$ cat src/rtl/in_dev_ctrl_pkg.sv
// Shared definitions for the CPU input peripheral: register select codes,
// bus base addresses, interrupt line index and small decode helpers.
package in_dev_ctrl_pkg;

    typedef enum logic [1:0] {
        IN_SEL_SW   = 2'b00,
        IN_SEL_BTN  = 2'b01,
        IN_SEL_EVT  = 2'b10,
        IN_SEL_MASK = 2'b11
    } in_sel_e;

    localparam logic [31:0] OUT_DEV_BASE   = 32'h0000_7f10;
    localparam logic [31:0] IN_DEV_BASE    = 32'h0000_7f20;
    localparam int unsigned IN_DEV_IRQ_IDX = 32'd2;

    // A bus write that targets one specific register.
    function automatic logic is_wr(input logic we, input logic [1:0] sel, input in_sel_e code);
        return we && (sel == code);
    endfunction

endpackage

$ cat src/rtl/in_dev_ctrl_debounce.sv
// One button bit: two-flop synchroniser, stability counter and accepted level,
// plus a pulse on the same edge the accepted level rises.
module in_debounce #(
    parameter int DB_CYCLES = 50000,
    parameter int DB_W      = 16
) (
    input  logic clk,
    input  logic reset,
    input  logic din,
    output logic level,
    output logic rise
);

    localparam logic [DB_W-1:0] DB_LAST = DB_W'(DB_CYCLES - 1);

    logic            sync1_q, sync1_d;
    logic            sync2_q, sync2_d;
    logic            stable_q, stable_d;
    logic [DB_W-1:0] cnt_q, cnt_d;

    // State register for synchroniser, counter and accepted level.
    always_ff @(posedge clk or posedge reset) begin
        if (reset) begin
            sync1_q  <= 1'b0;
            sync2_q  <= 1'b0;
            stable_q <= 1'b0;
            cnt_q    <= '0;
        end else begin
            sync1_q  <= sync1_d;
            sync2_q  <= sync2_d;
            stable_q <= stable_d;
            cnt_q    <= cnt_d;
        end
    end

    // Any cycle where the synchronised input agrees with the accepted level restarts the count.
    always_comb begin
        sync1_d  = din;
        sync2_d  = sync1_q;
        stable_d = stable_q;
        cnt_d    = cnt_q;
        if (sync2_q == stable_q) begin
            cnt_d = '0;
        end else if (cnt_q == DB_LAST) begin
            stable_d = sync2_q;
            cnt_d    = '0;
        end else begin
            cnt_d = cnt_q + DB_W'(1);
        end
    end

    // Outputs: accepted level and its rising-edge pulse aligned to the update edge.
    always_comb begin
        level = stable_q;
        rise  = stable_d & ~stable_q;
    end

endmodule

$ cat src/rtl/in_dev_ctrl.sv
// CPU-readable input peripheral: synchronised switches, debounced buttons,
// write-one-to-clear press events, interrupt mask and a registered irq.
module in_dev_ctrl
    import in_dev_ctrl_pkg::*;
#(
    parameter int NBTN      = 4,
    parameter int DB_CYCLES = 50000,
    parameter int DB_W      = 16
) (
    input  logic            clk,
    input  logic            reset,
    input  logic            we,
    input  logic [1:0]      sel,
    input  logic [31:0]     in,
    output logic [31:0]     out,
    input  logic [31:0]     sw,
    input  logic [NBTN-1:0] btn,
    output logic            irq
);

    logic [31:0]     sw_sync1_q, sw_sync1_d;
    logic [31:0]     sw_sync2_q, sw_sync2_d;
    logic [NBTN-1:0] evt_q, evt_d;
    logic [NBTN-1:0] mask_q, mask_d;
    logic            irq_q, irq_d;

    logic [NBTN-1:0] stable_s;
    logic [NBTN-1:0] rise_s;
    logic [31:0]     out_s;
    logic            unused_in_s;

    // Only the low NBTN bits of the write data reach EVT/MASK.
    assign unused_in_s = ^in;

    for (genvar i = 0; i < NBTN; i++) begin : g_btn
        in_debounce #(
            .DB_CYCLES (DB_CYCLES),
            .DB_W      (DB_W)
        ) u_debounce (
            .clk   (clk),
            .reset (reset),
            .din   (btn[i]),
            .level (stable_s[i]),
            .rise  (rise_s[i])
        );
    end

    // State register for switch synchroniser, event/mask registers and irq.
    always_ff @(posedge clk or posedge reset) begin
        if (reset) begin
            sw_sync1_q <= 32'd0;
            sw_sync2_q <= 32'd0;
            evt_q      <= '0;
            mask_q     <= '0;
            irq_q      <= 1'b0;
        end else begin
            sw_sync1_q <= sw_sync1_d;
            sw_sync2_q <= sw_sync2_d;
            evt_q      <= evt_d;
            mask_q     <= mask_d;
            irq_q      <= irq_d;
        end
    end

    // Next-state: a press arriving on the clearing cycle survives the clear.
    always_comb begin
        sw_sync1_d = sw;
        sw_sync2_d = sw_sync1_q;
        if (is_wr(we, sel, IN_SEL_EVT)) begin
            evt_d = (evt_q & ~in[NBTN-1:0]) | rise_s;
        end else begin
            evt_d = evt_q | rise_s;
        end
        if (is_wr(we, sel, IN_SEL_MASK)) begin
            mask_d = in[NBTN-1:0];
        end else begin
            mask_d = mask_q;
        end
        irq_d = |(evt_d & mask_d);
    end

    // Read mux; unused upper bits always read zero.
    always_comb begin
        out_s = 32'd0;
        case (sel)
            IN_SEL_SW:   out_s               = sw_sync2_q;
            IN_SEL_BTN:  out_s[NBTN-1:0]     = stable_s;
            IN_SEL_EVT:  out_s[NBTN-1:0]     = evt_q;
            IN_SEL_MASK: out_s[NBTN-1:0]     = mask_q;
            default:     out_s               = 32'd0;
        endcase
    end

    assign out = out_s;
    assign irq = irq_q;

endmodule
$ cat config.mk
export PLATFORM = sky130hd
export DESIGN_NAME = in_dev_ctrl
export DESIGN_NICKNAME = d
export VERILOG_FILES = /design/src/rtl/in_dev_ctrl_pkg.sv /design/src/rtl/in_dev_ctrl_debounce.sv /design/src/rtl/in_dev_ctrl.sv
export SDC_FILE = /design/constraint.sdc
export NUM_CORES = 1
export LEC_CHECK = 0
export BUFFER_PORTS_ARGS = -buffer_cell sky130_fd_sc_hd__clkbuf_2
export CORE_ASPECT_RATIO = 1.1
export CORE_MARGIN = 4
export CORE_UTILIZATION = 30
export DETAILED_ROUTE_END_ITERATION = 7
export GPL_ROUTABILITY_DRIVEN = 0
export PLACE_DENSITY = 0.5
export SETUP_SLACK_MARGIN = 0.15
export SLEW_MARGIN = 40
export SYNTH_ARGS = -nofsm -noshare
export SYNTH_HDL_FRONTEND = slang
export SYNTH_HIERARCHICAL = 1
export SYNTH_SLANG_ARGS = --single-unit
$ cat constraint.sdc
create_clock -name clk -period 2.4 [get_ports clk]
set_clock_uncertainty 0.1 [all_clocks]
set_input_delay 0.48 -clock clk [delete_from_list [all_inputs] [get_ports clk]]
set_output_delay 0.48 -clock clk [all_outputs]
set_load 0.02 [all_outputs]
==> reports/summary.md, run 1 <==
The run finished with clean final reports. The total count of max-transition violations in the final report was 0. Summing all multi-input logic gate instances after layout gives 0.00207 mm2. The count of synthesis-stage warnings from yosys was 6.

Once the floorplan was initialized, standard cells occupied 30.8% of the core. Final setup TNS: 0 ns. For this run, design rule violations remaining after detail routing come to 0.

The commonest cells after synthesis are dfrtp_1, nor2_1, xnor2_1, and2_1, inv_1. The origin of the critical flop-to-flop path was g_btn[1].u_debounce/cnt_q[11]$_DFF_PP0_. The most used flip-flop cell after synthesis is dfrtp_1. The critical path required time was 1.82 ns. Of all flip-flops after synthesis, the portion carrying an async set or reset was 100%. The logs give 53 for the count of standard-cell rows and 0.0192 mm2 for the total core area. In the global route stage, overall resource usage came out at 11.3%.

TritonCTS built the clock tree. The number of buffers added to fix hold violations after cts was 0. The vertical die dimension is 155 um, and the count of routing violations after the opening detailed-route iteration is 164. The tools report the number of ports placed on the die boundary as 106. The layout overhead on the synthesized area is 21.8%.

In the routed layout, each cell is associated on average with a via count of 4.57. Registers take 0.00373 mm2. The critical path class is input port to output pin. The die width is 142 um, and the clock period minus final worst setup slack is 2.12 ns. Data arrives at the worst endpoint at 1.54 ns. The worst-case reg-to-reg path depth was 4.

A synthesized cell averages 12.5 um2. The area share of the leading cell type in the synthesized netlist was 63.0%. The most frequent cell after synthesis was dfrtp_1. The cell sitting at the root of the clock tree is a clkbuf_16.

After clock tree synthesis, the clock-pin slew on the worst setup and hold paths is 0.07 ns. Sequential cells were found to cover 63.0% of the synthesized design area. Setup repair after global routing left no endpoint under its margin. The number of clock sinks seen by CTS came out at 149.

Walking the worst path, the cells encountered are clkbuf_2 -> mux4_2 -> clkbuf_2. After clock tree synthesis, the setup repair step added 0 buffers. The cell area after placement was 0.00661 mm2; the delay of the slowest cell on the worst path was 0.60 ns. The path with the worst hold slack has its endpoint at sw_sync1_q[2]$_DFF_PP0_.

Via count of the first global-routing pass: 3874. The detailed-router iteration count before antenna repair came out at 4. The type of the worst min-delay path is input port to flip-flop. The finished cells cover 0.00721 mm2. The worst setup path is launched from an input port. For this design the ratio of total power to cell area is 769 mW/mm2.

Of the cells placed in the final design, the portion with a size suffix greater than 1 is 24.6%. The floorplan step defined a die boundary enclosing 0.0220 mm2. Cell count of the worst hold path: 1. The tools report the routed wire length as 11500 um. The analysis attributes to cell leakage a power of 3.19 nW. The startpoint identified for the worst hold timing path is sw[2]. The number of max-cap violations is 0.

Placed wire-length estimate after detailed placement: 8030 um. The H-tree was split into 4 levels. The number of antenna violations at the first check in global routing came out at 0. The critical path's most frequent cell was clkbuf_2. The number of I/O port buffers was 77; the remaining number of nets flagged by the antenna check after routing was 0.

The run gives 471 MHz as the achievable frequency. Global routing finished with a remaining overflow of 0. The count of antenna diodes in the layout came out at 0. The top cell type by total area after synthesis was dfrtp_1.

The routed wire length per instance was 14.0 um. The logs give 0.42 ns for the clock latency at the later pin of the worst-skew pair and 2 for the number of buffers on the longest clock path. The run gives 825 as the final instance count without filler cells. In this run, post-CTS repair resized a total of 0 instances. Entering global routing, the biggest net connects 40 pins. The first global-routing pass estimated 19600 um of wire. The tools report the overall power of the completed layout as 0.00554 W. Largest fanout on the critical path: 10.

The synthesized design contains 0 enable-type register cells. The routed layout has 3773 vias. Counting tap cells, the placed design contains a total of 793 instances.

Across the VDD grid, the largest voltage drop is 0.456 mV. The synthesized net count came out at 550. Fill cells in the final layout number 1871. The transition time of the tightest slew-check pin was 0.727 ns; the net count reported at finish was 642. The worst register-to-register path has a setup slack of 0.48 ns.

The synthesized netlist contains 38 unique library cells. In this run the critical register-to-register path is captured at g_btn[1].u_debounce/cnt_q[12]$_DFF_PP0_. The type of element capturing the critical path is an output pin. Post-synthesis instance total: 473. The cell with the biggest individual delay on the critical path is mux4_2.

The worst relative slew slack came out at 51.5%. The final number of hold-violating endpoints is 0, and the final setup violation count is 0. The final worst-path cycle share was 88.5%. After synthesis, the cell types taking the most area are dfrtp_1, xnor2_1, nor2_1.

Synthesis-stage register bit count: 149. The cell area after synthesis is 0.00592 mm2, and the number of buffers created by CTS is 17.
[registers in the layout (all words and copies together) (netlist names)]
name and count:
evt_q 4, g_btn.u_debounce/cnt_q 64, g_btn.u_debounce/level 4, g_btn.u_debounce/sync1_q 4, g_btn.u_debounce/sync2_q 4, irq 1
mask_q 4, sw_sync1_q 32, sw_sync2_q 32
[where the power goes]
| part | leakage [nW] | switching (W) | internal (W) |
|---|---|---|---|
| Clock | 0.293 | 0.00109 | 0.00153 |
| Sequential | 1.90 | 0.0000401 | 0.00260 |
| Combinational | 1.00 | 0.000172 | 0.000108 |
[logic make-up (layout without fill, tap and decap cells)]
logic type               count (synthesis)  in the layout  share of synthesized area (%)
buffers and inverters                   29            134                           2.11
AND/OR/NAND/NOR                        208            208                           20.7
XOR/XNOR                                54             54                           7.99
AO/OA/AOI/OAI                           17             17                           2.09
flip-flops                             149            149                           63.0
multiplexers                            12             12                           3.30
adder cells (fa/ha/maj)                  4              4                          0.846
[layout make-up]
cell class | count | area share, %
timing repair buffer | 81 | 5.94
tap | 247 | 4.29
inverter | 21 | 1.15
sequential | 149 | 51.7
clock inverter | 12 | 1.89
clock buffer | 20 | 6.34
multi-input combinational | 295 | 28.7
[worst max-delay path by stage]
stage	cells after the start	slack [ns]	endpoint	start
floorplan	4	0.50	out[11]	sel[1]
finish	3	0.28	out[2]	sel[0]
global placement	3	0.29	out[2]	sel[0]
global route	3	0.22	out[2]	sel[0]
CTS	3	0.28	out[2]	sel[0]
detailed placement	3	0.28	out[2]	sel[0]
[critical path: cells and delay by family]
kind / cells / cell delay [ns]
muxes: 1 / 0.60
buffers and inverters: 2 / 0.45
[layout by cell type, fill, tap and decap left out, types with 3 or more instances in the layout]
cell         n
nand3_2      4
a21oi_1      6
nor4b_1      4
a21o_1       4
or3_1        3
mux2_1       3
mux4_2       4
nand2_4      3
nor4bb_1     8
inv_1       17
buf_4        3
dfrtp_1    149
nand4_2      6
nand4b_1     4
nor3_1      16
nand4_1     10
ha_1         4
inv_8        4
clkbuf_2    77
xnor2_1     42
nor2_1      63
or4_1        4
nand2_1     12
clkbuf_16   17
and2_1      28
xor2_1      12
inv_6        3
mux2_4       4
nand3_1     16
nor4_1      11
o31ai_1      4
clkinv_4     4
nor3b_1      4
and3_1       8
[metal layers]
metal / track usage [%] / wire length [um]
met5: 0 / 0
met4: 4.20 / 148
met3: 4.98 / 773
met1: 14.4 / 5140
met2: 16.9 / 5450
[per-stage QoR]
stage | util, % | hold WS (ns) | setup slack (ns)
2_1_floorplan | - | 0.231 | 0.504
3_3_place_gp | 34.4 | 0.232 | 0.293
3_5_place_dp | 34.4 | 0.235 | 0.281
4_1_cts | 37.5 | 0.0406 | 0.280
5_1_grt | 37.5 | 0.0313 | 0.224
6_report | 37.5 | 0.0620 | 0.276
(Power assumes the default switching activity.)
==> run 2: changes to the inputs <==
Settings changed: PLACE_DENSITY 0.5 to unset.
==> run 2 against run 1 <==
Die area stayed put. Flip-flop and latch count unchanged. Non-clock buffer count did not move. Global-route usage is 0.27 points lower. Cell count unchanged. Count of clock-buffer cells in the layout fell by 2. Sequential share of layout area decreased by 0.23 points. Critical endpoint is now out[3]. Largest cell class unchanged. Highest routed layer unchanged.
==> reports/summary.md, run 2 (same netlist as run 1, synthesis figures left out) <==
The tools report the final number of hold-violating endpoints as 0 (unchanged). The flow ran to the end, and the final reports show no timing, DRC or antenna violations. The worst setup path is of the input port to output pin kind.

Summed area of non-filler cells in the final layout: 0.00724 mm2 (+0.45%). Commonest non-fill, non-tap cell in the layout: dfrtp_1. For the worst ir drop on vdd, the log shows 0.454 mV (-0.27%).

Number of buffers added to fix hold violations after cts: 0 (unchanged). The number of buffers created by CTS is 17 (unchanged), and the total length of routed met3 wires is 626 um (-19%). Type of element capturing the critical path: an output pin. The critical path required time was 1.82 ns (about the same); the internal reg-to-reg setup slack was 0.54 ns (+0.06 ns).

Achievable frequency: 471 MHz (about the same). The tools report the clock latency at the later pin of the worst-skew pair as 0.42 ns (about the same). The global-route usage over all layers is 11.0% (-0.27 points). The clock slew at the register clock pins of the worst setup and hold paths is 0.06 ns (about the same). The cell with the biggest individual delay on the critical path is mux4_2. The largest net degree at the start of global routing is 40 (unchanged). The tools report the total routed wire length on the met1 layer as 4720 um (-8.1%). The routed wire length came out at 11100 um (-3.5%).

Setup repair after global routing left no endpoint under its margin. The share of post-route cells with drive strength above 1 is 24.6% (unchanged), and the net count reported at finish is 642 (unchanged). The routed wire length per instance was 13.5 um (-3.5%). In the final layout, the registers with the most flip-flops are g_btn.u_debounce/cnt_q: 64 flops, sw_sync1_q: 32 flops, sw_sync2_q: 32 flops. Number of max-cap violations: 0 (unchanged). For the filler cell count, the log shows 1826 (-2.4%). In this run the top signal layer used is met4. In the layout the commonest cells are dfrtp_1, clkbuf_2, nor2_1. The run gives 0.00207 mm2 (unchanged) as the combined area of the multi-input logic cells. The number of H-tree branching levels was 4 (unchanged); the transition time of the tightest slew-check pin was 0.711 ns (-0.0153 ns).

The final setup violation count is 0 (unchanged). For the storage element area, the log shows 0.00373 mm2 (unchanged). The placed wire-length estimate after detailed placement was 7890 um (-1.7%). The tools report the aggregate global routing overflow as 0 (unchanged). Largest fanout on the critical path: 10 (unchanged).

The delay of the slowest cell on the worst path works out to 0.60 ns (about the same). The tools report the total count of max-transition violations in the final report as 0 (unchanged). Traced cell by cell, the critical path runs through clkbuf_2 -> mux4_2 -> clkbuf_2.

DRC violations left: 0 (unchanged). The wire length of the first global-routing pass was 19500 um (-0.67%). The kind of cell with the highest combined delay on the critical path was multiplexers. The tools report the count of routing violations after the opening detailed-route iteration as 87 (-47%). The number of clock sinks seen by CTS is 149 (unchanged).

Register with the highest flop count: g_btn.u_debounce/cnt_q. The fraction of the core area covered by cells at the end of the flow came out at 37.6% (+0.17 points). The total die area is 0.0220 mm2 (unchanged), and the die width is 142 um (unchanged). The total core area is 0.0192 mm2 (unchanged), and the count of standard-cell rows is 53 (unchanged). The worst hold path begins at btn[3].

The power density over the cells was 791 mW/mm2 (+2.8%); the wire length on met2 was 5590 um (+2.5%). The number of I/O port buffers was 77 (unchanged). The via total after detailed routing is 3741 (-0.85%), and the worst setup margin is 0.275 ns (-0.000636 ns).

The vertical die dimension was 155 um (unchanged). The post-CTS resize count was 0 (unchanged); the pre-CTS setup slack was 0.250 ns (-0.0314 ns). The startpoint identified for the worst register-to-register timing path is g_btn[1].u_debounce/cnt_q[0]$_DFF_PP0_. The logs give 2 (unchanged) for the number of buffers on the longest clock path and 4069 (+5.0%) for the via count of the first global-routing pass.

For the remaining number of nets flagged by the antenna check after routing, the log shows 0 (unchanged). The logs give 52.5% (+1.0 points) for the worst relative slew slack and 0 (unchanged) for the number of antenna violations at the first check in global routing. The endpoint of the most critical register-to-register path is g_btn[1].u_debounce/cnt_q[14]$_DFF_PP0_.

Type of the worst min-delay path: input port to flip-flop. The arrival time at the worst endpoint came out at 1.54 ns (about the same). The tools report the sink of the worst hold path as g_btn[3].u_debounce/sync1_q$_DFF_PP0_. The count of antenna diodes in the layout is 0 (unchanged), and the layout overhead on the synthesized area is 22.3%.

The via-per-instance ratio is 4.53 (-0.85%), and the final worst-path cycle share is 88.5% (about the same). TritonCTS built the clock tree. The worst-case reg-to-reg path depth works out to 5 (+1). The tools report the detailed-router iteration count before antenna repair as 4 (unchanged). The starting density of the core is 30.8% (unchanged). The leakage power is 3.20 nW (+0.34%). The worst hold slack is 0.0649 ns (+0.00284 ns). The logs give 0 (unchanged) for the buffer count from post-CTS setup fixing and 0.00660 mm2 (-0.19%) for the cell area after placement. Clock tree synthesis selected as its root buffer the cell clkbuf_16. For the final setup TNS, the log shows 0 ns (unchanged). Number of ports placed on the die boundary: 106 (unchanged). Among the stages of the critical path, the cell type that occurs most often is clkbuf_2. The worst path buffer plus inverter count works out to 2 (unchanged).

The startpoint type of the worst setup path is an input port. The clock period minus final worst setup slack was 2.12 ns (+0.000636 ns). Cell count of the worst hold path: 1 (unchanged). The flip-flop count of the largest register after layout works out to 64 (unchanged).
==> run 2: metal layers <==
layer  vias up  global-route usage [%]
met5         -                       0
met4         0                    4.80
met3        15                    3.97
met2        73                    18.2
met1      1854                    12.8
li1       1799                       -
==> run 2: worst max-delay path by stage <==
stage,startpoint,to,cells after the start
6_report,sel[0],out[3],3
5_1_grt,sel[0],out[3],3
4_1_cts,sel[0],out[3],3
3_5_place_dp,sel[0],out[3],3
3_3_place_gp,sel[0],out[3],3
2_1_floorplan,sel[1],out[11],4
==> run 2: area by class of cell <==
class | instances | area share (%)
tap | 247 | 4.27
multi-input combinational | 295 | 28.5
inverter | 21 | 1.14
clock inverter | 14 | 2.75
sequential | 149 | 51.5
timing repair buffer | 81 | 5.74
clock buffer | 18 | 6.07
==> run 2: power by group <==
| part | total, W | switching (W) | internal [W] |
|---|---|---|---|
| sequential | 0.00264 | 0.0000398 | 0.00260 |
| combinational | 0.000274 | 0.000168 | 0.000106 |
| clock | 0.00281 | 0.00103 | 0.00178 |
| total | 0.00572 | 0.00124 | 0.00449 |
==> run 2: through the flow <==
step | instances | power (W)
after CTS | 825 | 0.00581
after global routing | 825 | 0.00596
final | 825 | 0.00572
after floorplan | 473 | 0.00286
after global placement | 793 | 0.00296
after detailed placement | 793 | 0.00297
==> run 2: worst reg2reg max path, cell delays in order (launching register included) <==
cell,delay (ns)
dfrtp_1,0.38
ha_1,0.24
nand3_2,0.15
or2_0,0.27
or4_1,0.51
a21oi_1,0.15
==> run 3: changes to the inputs <==
Settings changed: CELL_PAD_IN_SITES_DETAIL_PLACEMENT set to 1, CELL_PAD_IN_SITES_GLOBAL_PLACEMENT set to 1, CTS_CLUSTER_SIZE set to 25, PLACE_DENSITY_LB_ADDON set to 0.1.
==> run 3 against run 2 <==
Via count up 1.4%. Register-to-register slack lost 0.08 ns. Largest cell class unchanged. Non-clock buffer count is 2 higher. Highest routed layer unchanged. Critical path type unchanged. Worst hold slack got worse by 0.047 ns. Global-route usage rose by 1.6 points. Flip-flop and latch count did not move. Clock power is 3% lower. Power decreased by 1.0%. Sequential power hardly changed. First-iteration DRC count is 47% higher.
==> reports/summary.md, run 3 (same netlist as run 1, synthesis figures left out) <==
The run finished with clean final reports. The arrival time at the worst endpoint is 1.56 ns (+0.02 ns). The run gives 21900 um (+12%) as the wire length of the first global-routing pass.

The clock slew at the register clock pins of the worst setup and hold paths was 0.06 ns (about the same); the power density over the cells was 778 mW/mm2 (-1.6%). The final instance count without filler cells came out at 827 (+0.24%). The leakage power was 3.22 nW (+0.41%); the remaining number of nets flagged by the antenna check after routing was 0 (unchanged). The clock latency at the later pin of the worst-skew pair is 0.42 ns (about the same). The worst ir drop on vdd was 0.383 mV (-16%); the count of standard-cell rows was 53 (unchanged). Die width: 142 um (unchanged). Routed wire length per instance: 15.4 um (+15%). The final worst-path cycle share came out at 89.3% (+0.76 points).

The number of antenna violations at the first check in global routing was 0 (unchanged). The share of post-route cells with drive strength above 1 is 25.2% (+0.60 points), and the starting density of the core is 30.8% (unchanged). For the total die area, the log shows 0.0220 mm2 (unchanged).

The worst setup path is captured at an output pin. The number of buffers created by CTS was 17 (unchanged). The net count reported at finish is 644 (+0.31%). For the final setup TNS, the log shows 0 ns (unchanged).

The largest net degree at the start of global routing came out at 28 (-30%). For the number of buffers added to fix hold violations after cts, the log shows 0 (unchanged). The logs give 37.8% (+0.20 points) for the fraction of the core area covered by cells at the end of the flow and 2117 (+16%) for the filler cell count. The logs give 0 (unchanged) for the buffer count from post-CTS setup fixing and 3794 (+1.4%) for the via total after detailed routing. The total core area is 0.0192 mm2 (unchanged), and the flip-flop count of the largest register after layout is 64 (unchanged). For the number of buffers on the longest clock path, the log shows 2 (unchanged).

The number of I/O port buffers is 77 (unchanged). TritonCTS built the clock tree. The root buffer cell chosen for the clock tree is clkbuf_16.

The run gives 467 MHz (-0.85%) as the achievable frequency. Setup repair after global routing left no endpoint under its margin. The worst relative slew slack is 52.9% (+0.34 points), and the number of max-cap violations is 0 (unchanged). The tools report the storage element area as 0.00373 mm2 (unchanged).

The tools report the number of cells after detailed placement as 794 (+0.13%). The largest registers in the layout are g_btn.u_debounce/cnt_q: 64 flops, sw_sync1_q: 32 flops, sw_sync2_q: 32 flops. The tools report the global-route usage over all layers as 12.6% (+1.6 points).

The run gives 0 (unchanged) as the DRC violations left. The layout overhead on the synthesized area was 23.0%. The logs give 0.00207 mm2 (unchanged) for the combined area of the multi-input logic cells and 149 (unchanged) for the number of clock sinks seen by CTS. The largest fanout on the critical path was 10 (unchanged).

The clock period minus final worst setup slack was 2.14 ns (+0.0182 ns); the post-CTS resize count was 0 (unchanged). The via count of the first global-routing pass was 4282 (+5.2%); the number of ports placed on the die boundary was 106 (unchanged). The routed wire length was 12800 um (+15%).

The transition time of the tightest slew-check pin came out at 0.703 ns (-0.00866 ns). Register with the highest flop count: g_btn.u_debounce/cnt_q. The count of antenna diodes in the layout was 0 (unchanged). The top cell types in the final layout, fill and taps aside, are dfrtp_1, clkbuf_2, nor2_1. The via-per-instance ratio was 4.59 (+1.2%). The critical path in this run is classified as input port to output pin. The aggregate global routing overflow is 0 (unchanged), and the critical path required time is 1.82 ns (about the same).

The final setup violation count came out at 0 (unchanged). The logs give 128 (+47%) for the count of routing violations after the opening detailed-route iteration and 0 (unchanged) for the final number of hold-violating endpoints. The vertical die dimension works out to 155 um (unchanged). The run gives 4 (unchanged) as the detailed-router iteration count before antenna repair. The startpoint type of the worst setup path was an input port.

The min-delay analysis places its worst path in the category input port to async pin. The library cell used most frequently in the layout, excluding fill and tap cells, is dfrtp_1. The placed wire-length estimate after detailed placement was 8980 um (+14%); the number of H-tree branching levels was 4 (unchanged). The total count of max-transition violations in the final report was 0 (unchanged).
run 3: cell type report:
class	count	share of cell area, %
repair buffers	83	6.36
flip-flops and latches	149	51.2
clock buffers	17	5.84
multi-input cells	295	28.4
clock inverters	15	2.80
well taps	247	4.25
inverters	21	1.13
run 3: critical path, cell delays in order:
cell	delay [ns]
clkbuf_2	0.29
mux4_2	0.60
clkbuf_2	0.18
run 3: report_power, final:
part / switching [W] / internal, W / leakage, nW
Combinational: 0.000175 / 0.000114 / 1.02
Clock: 0.00122 / 0.00151 / 0.301
Sequential: 0.0000417 / 0.00260 / 1.90
Total: 0.00144 / 0.00423 / 3.22
run 3: layer usage:
| metal | global-route usage, % | vias up | routed length [um] |
|---|---|---|---|
| li1 | - | 1801 | - |
| met1 | 15.9 | 1926 | 5770 |
| met2 | 20.3 | 57 | 6230 |
| met3 | 4.49 | 10 | 610 |
| met4 | 3.84 | 0 | 144 |
| met5 | 0 | - | 0 |
run 3: final timing paths:
kind	cells past startpoint	from	to	slack [ns]
max in group asynchronous	3	reset	sw_sync1_q[26]$_DFF_PP0_	1.57
setup reg to reg	6	g_btn[0].u_debounce/cnt_q[7]$_DFF_PP0_	irq$_DFF_PP0_	0.46
hold reg to reg	0	sw_sync1_q[28]$_DFF_PP0_	sw_sync2_q[28]$_DFF_PP0_	0.25
setup / recovery	3	sel[0]	out[2]	0.26
min in group clk	1	sw[10]	sw_sync1_q[10]$_DFF_PP0_	0.06
hold / removal	2	reset	g_btn[3].u_debounce/cnt_q[6]$_DFF_PP0_	0.02
run 3: stage by stage:
stage / power [W] / setup slack, ns / area, um2 / hold slack, ns
floorplan: 0.00286 / 0.504 / 5920 / 0.231
global placement: 0.00298 / 0.277 / 6630 / 0.232
detailed placement: 0.00298 / 0.271 / 6630 / 0.236
CTS: 0.00577 / 0.269 / 7260 / 0.0299
global route: 0.00595 / 0.228 / 7280 / 0.0241
finish: 0.00566 / 0.257 / 7280 / 0.0174
